File: src/rtl/t5_lsu_if.sv
// t5_lsu_if: data-side Wishbone port of the t5 load/store unit.
//   master modport (LSU): drives dwb_adr, dwb_dto, dwb_sel, dwb_stb, dwb_wre;
//                         receives dwb_ack, dwb_dti.
//   slave modport (memory): the mirror image.
interface t5_lsu_if #(
  parameter int XLEN = 32
);
  logic [XLEN-3:0] dwb_adr;   // word address (byte address [XLEN-1:2])
  logic [XLEN-1:0] dwb_dto;   // write data, lane-replicated
  logic [3:0]      dwb_sel;   // byte-lane select
  logic            dwb_stb;   // strobe, held until ack
  logic            dwb_wre;   // 1 = write cycle
  logic            dwb_ack;   // slave acknowledge
  logic [XLEN-1:0] dwb_dti;   // read data, valid with dwb_ack

  modport master (
    output dwb_adr, dwb_dto, dwb_sel, dwb_stb, dwb_wre,
    input  dwb_ack, dwb_dti
  );

  modport slave (
    input  dwb_adr, dwb_dto, dwb_sel, dwb_stb, dwb_wre,
    output dwb_ack, dwb_dti
  );
endinterface

File: src/rtl/t5_lsu.sv
// t5_lsu: load/store unit between the t5 execute stage and the data bus.
// Takes one request at a time, runs a single-beat bus cycle, returns
// extracted/extended load data with a one-cycle lsu_rdy pulse.
// Ports:
//   sys_clk, sys_rst (async, active-high), sys_ena (global enable)
//   lsu_req/lsu_wre/lsu_siz/lsu_sgn/lsu_adr/lsu_dat : request from core
//   lsu_stall : combinational hold to the core
//   lsu_rdy/lsu_res/lsu_err : registered completion / result / error pulse
//   dwb : data bus master port (t5_lsu_if.master)
module t5_lsu #(
  parameter int XLEN = 32
) (
  input  logic            sys_clk,
  input  logic            sys_rst,
  input  logic            sys_ena,
  input  logic            lsu_req,
  input  logic            lsu_wre,
  input  logic [1:0]      lsu_siz,
  input  logic            lsu_sgn,
  input  logic [XLEN-1:0] lsu_adr,
  input  logic [XLEN-1:0] lsu_dat,
  output logic            lsu_stall,
  output logic            lsu_rdy,
  output logic [XLEN-1:0] lsu_res,
  output logic            lsu_err,
  t5_lsu_if.master        dwb
);

  typedef enum logic [1:0] {
    IDLE = 2'd0,
    BUSY = 2'd1,
    DONE = 2'd2
  } state_t;

  state_t          state_q;
  logic [XLEN-3:0] dwb_adr_q;
  logic [XLEN-1:0] dwb_dto_q;
  logic [3:0]      dwb_sel_q;
  logic            dwb_stb_q;
  logic            dwb_wre_q;
  logic            lsu_rdy_q;
  logic            lsu_err_q;
  logic [XLEN-1:0] lsu_res_q;
  // Request attributes kept for the load-extraction step.
  logic [1:0]      off_q;
  logic [1:0]      siz_q;
  logic            sgn_q;

  logic            ok_s;
  logic [XLEN-1:0] res_d;

  // Size legal and address naturally aligned for that size.
  function automatic logic legal_f(input logic [1:0] siz, input logic [1:0] off);
    case (siz)
      2'b00:   legal_f = 1'b1;
      2'b01:   legal_f = ~off[0];
      2'b10:   legal_f = (off == 2'b00);
      default: legal_f = 1'b0;
    endcase
  endfunction

  function automatic logic [3:0] sel_f(input logic [1:0] siz, input logic [1:0] off);
    case (siz)
      2'b00:   sel_f = 4'b0001 << off;
      2'b01:   sel_f = off[1] ? 4'hC : 4'h3;
      2'b10:   sel_f = 4'hF;
      default: sel_f = 4'h0;
    endcase
  endfunction

  // Store data is replicated into every lane so the slave picks by dwb_sel.
  function automatic logic [XLEN-1:0] dto_f(input logic [1:0] siz, input logic [XLEN-1:0] dat);
    case (siz)
      2'b00:   dto_f = {4{dat[7:0]}};
      2'b01:   dto_f = {2{dat[15:0]}};
      default: dto_f = dat;
    endcase
  endfunction

  function automatic logic [XLEN-1:0] extract_f(input logic [XLEN-1:0] dti, input logic [1:0] off,
                                                input logic [1:0] siz, input logic sgn);
    logic [XLEN-1:0] sh;
    sh = dti >> {off, 3'b000};
    case (siz)
      2'b00:   extract_f = {{(XLEN-8){sgn & sh[7]}}, sh[7:0]};
      2'b01:   extract_f = {{(XLEN-16){sgn & sh[15]}}, sh[15:0]};
      default: extract_f = sh;
    endcase
  endfunction

  assign ok_s  = legal_f(lsu_siz, lsu_adr[1:0]);
  assign res_d = dwb_wre_q ? {XLEN{1'b0}} : extract_f(dwb.dwb_dti, off_q, siz_q, sgn_q);

  // Stall covers the accept cycle as well, so the core holds until DONE.
  assign lsu_stall = (state_q == BUSY) |
                     ((state_q == IDLE) & sys_ena & lsu_req & ok_s);

  assign lsu_rdy      = lsu_rdy_q;
  assign lsu_err      = lsu_err_q;
  assign lsu_res      = lsu_res_q;
  assign dwb.dwb_adr  = dwb_adr_q;
  assign dwb.dwb_dto  = dwb_dto_q;
  assign dwb.dwb_sel  = dwb_sel_q;
  assign dwb.dwb_stb  = dwb_stb_q;
  assign dwb.dwb_wre  = dwb_wre_q;

  // Request FSM with all outputs registered; rdy/err default low so they pulse.
  always_ff @(posedge sys_clk or posedge sys_rst) begin
    if (sys_rst) begin
      state_q   <= IDLE;
      dwb_adr_q <= {(XLEN-2){1'b0}};
      dwb_dto_q <= {XLEN{1'b0}};
      dwb_sel_q <= 4'h0;
      dwb_stb_q <= 1'b0;
      dwb_wre_q <= 1'b0;
      lsu_rdy_q <= 1'b0;
      lsu_err_q <= 1'b0;
      lsu_res_q <= {XLEN{1'b0}};
      off_q     <= 2'b00;
      siz_q     <= 2'b00;
      sgn_q     <= 1'b0;
    end else begin
      lsu_rdy_q <= 1'b0;
      lsu_err_q <= 1'b0;
      case (state_q)
        IDLE: begin
          if (sys_ena && lsu_req) begin
            if (ok_s) begin
              dwb_adr_q <= lsu_adr[XLEN-1:2];
              dwb_sel_q <= sel_f(lsu_siz, lsu_adr[1:0]);
              dwb_dto_q <= dto_f(lsu_siz, lsu_dat);
              dwb_wre_q <= lsu_wre;
              dwb_stb_q <= 1'b1;
              off_q     <= lsu_adr[1:0];
              siz_q     <= lsu_siz;
              sgn_q     <= lsu_sgn;
              state_q   <= BUSY;
            end else begin
              lsu_err_q <= 1'b1;
            end
          end
        end
        BUSY: begin
          // Ack is taken even with sys_ena low so the bus cycle always closes.
          if (dwb.dwb_ack) begin
            dwb_stb_q <= 1'b0;
            lsu_res_q <= res_d;
            lsu_rdy_q <= 1'b1;
            state_q   <= DONE;
          end
        end
        DONE: begin
          if (sys_ena) begin
            state_q <= IDLE;
          end
        end
        default: state_q <= IDLE;
      endcase
    end
  end

endmodule

File: src/flat_wrapper.sv
// flat-port wrapper written by rule: the top's interface ports become plain ports
module t5_lsu_flat 
#(
  parameter int XLEN = 32
)
  (sys_clk, sys_rst, sys_ena, lsu_req, lsu_wre, lsu_siz, lsu_sgn, lsu_adr, lsu_dat, lsu_stall, lsu_rdy, lsu_res, lsu_err, dwb_dwb_adr, dwb_dwb_dto, dwb_dwb_sel, dwb_dwb_stb, dwb_dwb_wre, dwb_dwb_ack, dwb_dwb_dti);
  t5_lsu_if #(.XLEN(XLEN)) dwb_i ();
  input  logic sys_clk;
  input  logic sys_rst;
  input  logic sys_ena;
  input  logic lsu_req;
  input  logic lsu_wre;
  input  logic [1:0] lsu_siz;
  input  logic lsu_sgn;
  input  logic [XLEN-1:0] lsu_adr;
  input  logic [XLEN-1:0] lsu_dat;
  output logic lsu_stall;
  output logic lsu_rdy;
  output logic [XLEN-1:0] lsu_res;
  output logic lsu_err;
  output wire logic [$bits(dwb_i.dwb_adr)-1:0] dwb_dwb_adr;
  output wire logic [$bits(dwb_i.dwb_dto)-1:0] dwb_dwb_dto;
  output wire logic [$bits(dwb_i.dwb_sel)-1:0] dwb_dwb_sel;
  output wire logic [$bits(dwb_i.dwb_stb)-1:0] dwb_dwb_stb;
  output wire logic [$bits(dwb_i.dwb_wre)-1:0] dwb_dwb_wre;
  input wire logic [$bits(dwb_i.dwb_ack)-1:0] dwb_dwb_ack;
  input wire logic [$bits(dwb_i.dwb_dti)-1:0] dwb_dwb_dti;
  assign dwb_dwb_adr = dwb_i.dwb_adr;
  assign dwb_dwb_dto = dwb_i.dwb_dto;
  assign dwb_dwb_sel = dwb_i.dwb_sel;
  assign dwb_dwb_stb = dwb_i.dwb_stb;
  assign dwb_dwb_wre = dwb_i.dwb_wre;
  assign dwb_i.dwb_ack = dwb_dwb_ack;
  assign dwb_i.dwb_dti = dwb_dwb_dti;
  t5_lsu #(.XLEN(XLEN)) u_core (.sys_clk(sys_clk), .sys_rst(sys_rst), .sys_ena(sys_ena), .lsu_req(lsu_req), .lsu_wre(lsu_wre), .lsu_siz(lsu_siz), .lsu_sgn(lsu_sgn), .lsu_adr(lsu_adr), .lsu_dat(lsu_dat), .lsu_stall(lsu_stall), .lsu_rdy(lsu_rdy), .lsu_res(lsu_res), .lsu_err(lsu_err), .dwb(dwb_i));
endmodule
File: config.mk
export PLATFORM = sky130hd
export DESIGN_NAME = t5_lsu_flat
export DESIGN_NICKNAME = d
export VERILOG_FILES = /design/src/rtl/t5_lsu_if.sv /design/src/rtl/t5_lsu.sv /design/src/flat_wrapper.sv
export SDC_FILE = /design/constraint.sdc
export NUM_CORES = 1
export LEC_CHECK = 0
export ABC_AREA = 0
export CAP_MARGIN = 20
export CORE_UTILIZATION = 40
export CTS_BUF_LIST = sky130_fd_sc_hd__clkbuf_8 sky130_fd_sc_hd__clkbuf_16
export CTS_CLUSTER_DIAMETER = 100
export DETAILED_ROUTE_END_ITERATION = 7
export PLACE_DENSITY = 0.74
export SKIP_CTS_REPAIR_TIMING = 1
export SYNTH_ARGS = -nofsm -noshare
export SYNTH_HDL_FRONTEND = slang
export SYNTH_SLANG_ARGS = --single-unit
File: constraint.sdc
create_clock -name sys_clk -period 9.4 [get_ports sys_clk]
set_input_delay 1.88 -clock sys_clk [delete_from_list [all_inputs] [get_ports sys_clk]]
set_output_delay 1.88 -clock sys_clk [all_outputs]
set_load 0.05 [all_outputs]
==> results of run 1 <==
through the flow:
stage	instances	instance area, um^2
5_1_grt	792	7430
3_3_place_gp	777	7170
6_report	793	7430
4_1_cts	792	7430
3_5_place_dp	777	7170
2_1_floorplan	429	4980
cells by family (layout without fill, tap and decap cells):
logic type      count (synthesis)  count (layout)  share of synthesized area, %
mux                            94              94                          20.7
simple gates                   85              85                          7.94
compound gates                104             104                          13.1
flops                         109             109                          54.8
buf+inv                        37             232                          3.47
other cells                     0               1                             0
power groups by stage:
stage               combinational [mW]  clock, mW  sequential, mW
floorplan                        0.267          0            1.27
global placement                  1.25          0           0.727
detailed placement                1.26          0           0.734
CTS                               1.27      0.352           0.727
global route                      1.31      0.369           0.748
finish                            1.26      0.342           0.727
how the worst max path moves through the flow:
stage                from         to  slack [ns]
2_1_floorplan  lsu_siz[0]  lsu_stall        4.36
3_3_place_gp   lsu_siz[0]  lsu_stall        3.25
3_5_place_dp   lsu_siz[0]  lsu_stall        3.14
4_1_cts        lsu_siz[0]  lsu_stall        3.14
5_1_grt        lsu_siz[0]  lsu_stall        3.01
6_report       lsu_siz[0]  lsu_stall        3.16
critical path, stage by stage:
cell and delay (ns):
clkdlybuf4s50_1 0.79, nor3_2 0.50, o211ai_1 0.18, a21oi_1 0.17
clkdlybuf4s50_1 0.84
cell usage in the layout (no fill, tap or decap), drive strengths merged, types with 2 or more instances in the layout:
master	n
nor3b	2
mux2	52
nand2	49
buf	6
clkinv	2
mux4	2
inv	7
nor3	2
o21ai	56
nor2b	2
nand3b	10
clkdlybuf4s50	207
clkbuf	10
nor2	16
mux2i	40
a22o	8
dfrtp	109
a21oi	19
a221o	16
o211ai	2
state kept, by name, summed over array words and instances, names as in the netlist, 2 cells and up:
register and flops:
u_core.dwb.dwb_sel 4, u_core.dwb.dwb_dto 32, u_core.siz_q 2, u_core.lsu_res 32, u_core.off_q 2, u_core.dwb.dwb_adr 30
u_core.state_q 2
routing by layer:
metal | wire (um) | vias to the layer above | track usage (%)
met3 | 1440 | 25 | 8.18
met2 | 6380 | 186 | 34.6
li1 | - | 1917 | -
met1 | 5390 | 2009 | 26.7
met5 | 0 | - | 0
met4 | 376 | 0 | 9.47
area by class of cell:
cell class	instances	area, um^2	area share [%]
well taps	168	210	2.83
clock buffers	10	239	3.21
repair buffers	213	2120	28.5
flip-flops and latches	109	2730	36.7
inverters	4	17.5	0.236
multi-input cells	283	2100	28.2
clock inverters	5	21.3	0.286
diodes	1	2.50	0.0337
==> metrics.txt, run 1 <==
total power 2.33 mW; clk_lat worst skew 0.34 ns; RSZ-0062 raised after global routing false; crit start category input port; detailed placement HPWL 9890 um; Sw Share 45.6%; sequential fraction of the synthesis area 54.8%; PwrDens 313 mW/mm^2; global-route wire length before repair 21900 um; clock power share 14.7%; share of cells above drive strength 1 11.5%; Comb pwr share 54.0%; worst path arrival time 4.36 ns; Post-synth EDFFs 0; WP data required 7.52 ns; pin count of the biggest net entering global routing 103; R2R depth 4; WL/cell 17.1 um; CTS tree done; GR Overflow Total 0; worst hold start u_core.dwb.dwb_dto[10]; Area Overhead vs Synth 49.2%; Slew HR 33.0%; async set-reset flop share out of synthesis 100%; f_max 0.160 GHz; Synth area leaders dfrtp_1, mux2_2, mux2i_1, o21ai_0, nand2_1; Max Root-Sink Buffers 2; synthesis-stage register bit count 109; pre-CTS WS 3.14 ns; RR Startpoint u_core.state_q[1]; Final Critical Period 6.24 ns; syn nets 534; # IOs 208; CP Class input port to primary output; status finished, final reports clean; CTS Sinks 109; Vias/cell 5.22; FF-to-FF setup slack 6.97 ns; GRT Util Overall 21.8%; Die Wd 114 um; setup tns final 0 ns; initial antenna violation count 0; post-synthesis cell area 0.00498 mm^2; fillers 1009; count leader, synth dfrtp_1; DR DRC count 0; Final nets 725; die area 0.0129 mm^2; Sequential Power Share 31.3%; dominant cell type by area after synthesis dfrtp_1; setup ws final 3.16 ns; vias 4137; Tightest Pin Transition 1.01 ns; clk slew on worst S/H paths 0.06 ns; period utilization 66.4%; die span in y 114 um; synthesized instance count 429; Worst R2R End u_core.lsu_res[25]; Mapped Avg Cell Area 11.6 um^2; CP Capture Type primary output; max-slew violation count 0; hold path cells 2; First DRT Iteration DRCs 225; final number of setup-violating endpoints 0; Max FO, Critical Path 14; vias in the first global route 4294; gpl congestion 0.771; Hold Path Class register to register; Total Wirelength 13600 um; hold_ws 0.480 ns; worst hold endpoint u_core.dwb.dwb_dto[10]; 1st-pass router iterations 4; TritonCTS Buffers 9; clk_skew 0.00591 ns; # H-tree levels 3; area of the core 0.0121 mm^2; row cnt 40; max cap viols 0; CTS Root Cell clkbuf_16; leakage 3.19 nW; area fraction of the dominant cell type after synthesis 54.8%; ANT nets after route 0; VDD IR-drop max 174 uV; Core Util, Final 61.6%; Top FF cell, synth dfrtp_1; top cells by count, synth dfrtp_1, o21ai_0, nand2_1; Sw Pwr 1.06 mW; Int Pwr 1.27 mW; Starting Density 41.3%; synth unique cells 31; input/output buffers 207; Hold Fails Final Rpt 0; YS warnings 0
No activity file was read; power rests on OpenSTA's default activity.
==> run 2, diff against run 1 <==
clock period = 5.8 ns   (was 9.4 ns; I/O delays follow)
==> run 2 against run 1 <==
Against the previous run:
- clock skew is 0.00068 ns lower
- via count is 1.6% lower
- register-to-register slack worse by 3.6 ns
- wire length is 0.91% higher
- utilization is 0.67 points higher
- highest routed layer unchanged
==> metrics.txt, run 2 (synthesized netlist as in run 1, its figures left out) <==
CTS Root Cell clkbuf_16; pin count of the biggest net entering global routing 71; setup tns final 0 ns; # H-tree levels 3; most frequent cells in the layout clkdlybuf4s50_1, dfrtp_1, o21ai_0, nand2_1, mux2_2; max cap viols 0; CP peak stage delay 0.81 ns; crit path max-delay cell type clkdlybuf4s50_1; GRT Util Overall 21.9%; Comb pwr share 52.1%; CTS Sinks 109; GR Overflow Total 0; WL/cell 17.3 um; Area Overhead vs Synth 50.9%; final number of setup-violating endpoints 0; Slew HR 42.0%; WP data required 4.64 ns; crit start category input port; die area 0.0129 mm^2; Sw Pwr 1.73 mW; 1st-pass router iterations 4; hold_ws 0.479 ns; Total Wirelength 13700 um; Final Critical Period 4.40 ns; Hold Path Class register to register; CTS tree done; RSZ-0062 raised after global routing false; area of the core 0.0121 mm^2; die span in y 114 um; Int Pwr 2.17 mW; clk slew on worst S/H paths 0.07 ns; clk_skew 0.00523 ns; TritonCTS Buffers 9; gpl congestion 0.810; CP Class input port to primary output; Sequential Power Share 30.3%; most common cell after layout, fill and taps aside clkdlybuf4s50_1; VDD IR-drop max 287 uV; ANT nets after route 0; # IOs 208; row cnt 40; f_max 0.227 GHz; vias 4069; clk_lat worst skew 0.34 ns; Final nets 727; Sw Share 44.2%; critical path cell sequence clkdlybuf4s50_1 > buf_4 > nor3_2 > o211ai_1 > a21oi_1 > clkdlybuf4s50_1; clock power share 17.6%; Die Wd 114 um; DR DRC count 0; global-route wire length before repair 21800 um; Starting Density 41.3%; leakage 3.22 nW; share of cells above drive strength 1 12.1%; vias in the first global route 4160; Tightest Pin Transition 0.869 ns; max-slew violation count 0; initial antenna violation count 0; Max FO, Critical Path 14; Max Root-Sink Buffers 2; First DRT Iteration DRCs 219; status finished, final reports clean; detailed placement HPWL 10100 um; PwrDens 519 mW/mm^2; Vias/cell 5.12; period utilization 75.9%; input/output buffers 207; worst path arrival time 3.24 ns; critical path's most frequent cell clkdlybuf4s50_1; CP Capture Type primary output; Hold Fails Final Rpt 0; Ant. Diodes 0
[run 2: cell count changes in the layout (fill, tap and decap cells not counted), sizes merged]
cell	previous run	this run
bufinv	0	3
clkbuf	10	9
diode	1	0
inv	7	5
buf	6	8
[run 2: per-stage QoR]
step	setup WS [ns]	cells	utilization (%)	total power, mW	cell area, um^2
after floorplan	1.77	429	-	2.50	4980
after global placement	1.40	779	59.6	3.20	7190
after detailed placement	1.39	779	59.6	3.23	7190
final	1.40	794	62.3	3.90	7510
after global routing	1.28	794	62.3	4.07	7510
after CTS	1.38	794	62.3	3.93	7510
[run 2: final timing paths]
path	start	endpoint	slack, ns	depth (start not counted)
min reg2reg	u_core.dwb.dwb_dto[21]	u_core.dwb.dwb_dto[21]	0.48	2
min in group asynchronous	sys_rst	u_core.dwb.dwb_adr[24]	1.38	2
max reg2reg	u_core.state_q[1]	u_core.lsu_res[24]	3.38	4
max in group asynchronous	sys_rst	u_core.dwb.dwb_dto[5]	3.35	3
max	lsu_siz[0]	lsu_stall	1.40	6
min	u_core.dwb.dwb_dto[21]	u_core.dwb.dwb_dto[21]	0.48	2
[run 2: worst max-delay path, delay by kind of cell]
| kind | cells | cell delay [ns] |
|---|---|---|
| simple gates | 1 | 0.33 |
| compound gates | 2 | 0.32 |
| buf+inv | 3 | 1.42 |
[run 2: power by group through the flow]
stage,Combinational [mW],Clock (mW),Sequential [mW]
after floorplan,0.434,0,2.06
after global placement,2.02,0,1.18
after detailed placement,2.04,0,1.19
after CTS,2.05,0.702,1.18
after global routing,2.12,0.737,1.22
final,2.03,0.685,1.18
[run 2: layout make-up]
cell class                      count  area (um^2)
Clock buffer                        9          225
Clock inverter                      6          104
Fill cell                         978         4550
Inverter                            4         17.5
Multi-Input combinational cell    283         2100
Sequential cell                   109         2730
Tap cell                          168          210
Timing Repair Buffer              215         2130
[run 2: layer usage]
layer	track usage (%)	part of all wire, %	up-vias	wire length [um]
li1	-	-	1920	-
met1	25.9	40	1962	5520
met2	36.6	48	176	6570
met3	9.14	11	11	1480
met4	6.14	0.96	0	131
met5	0	0	-	0
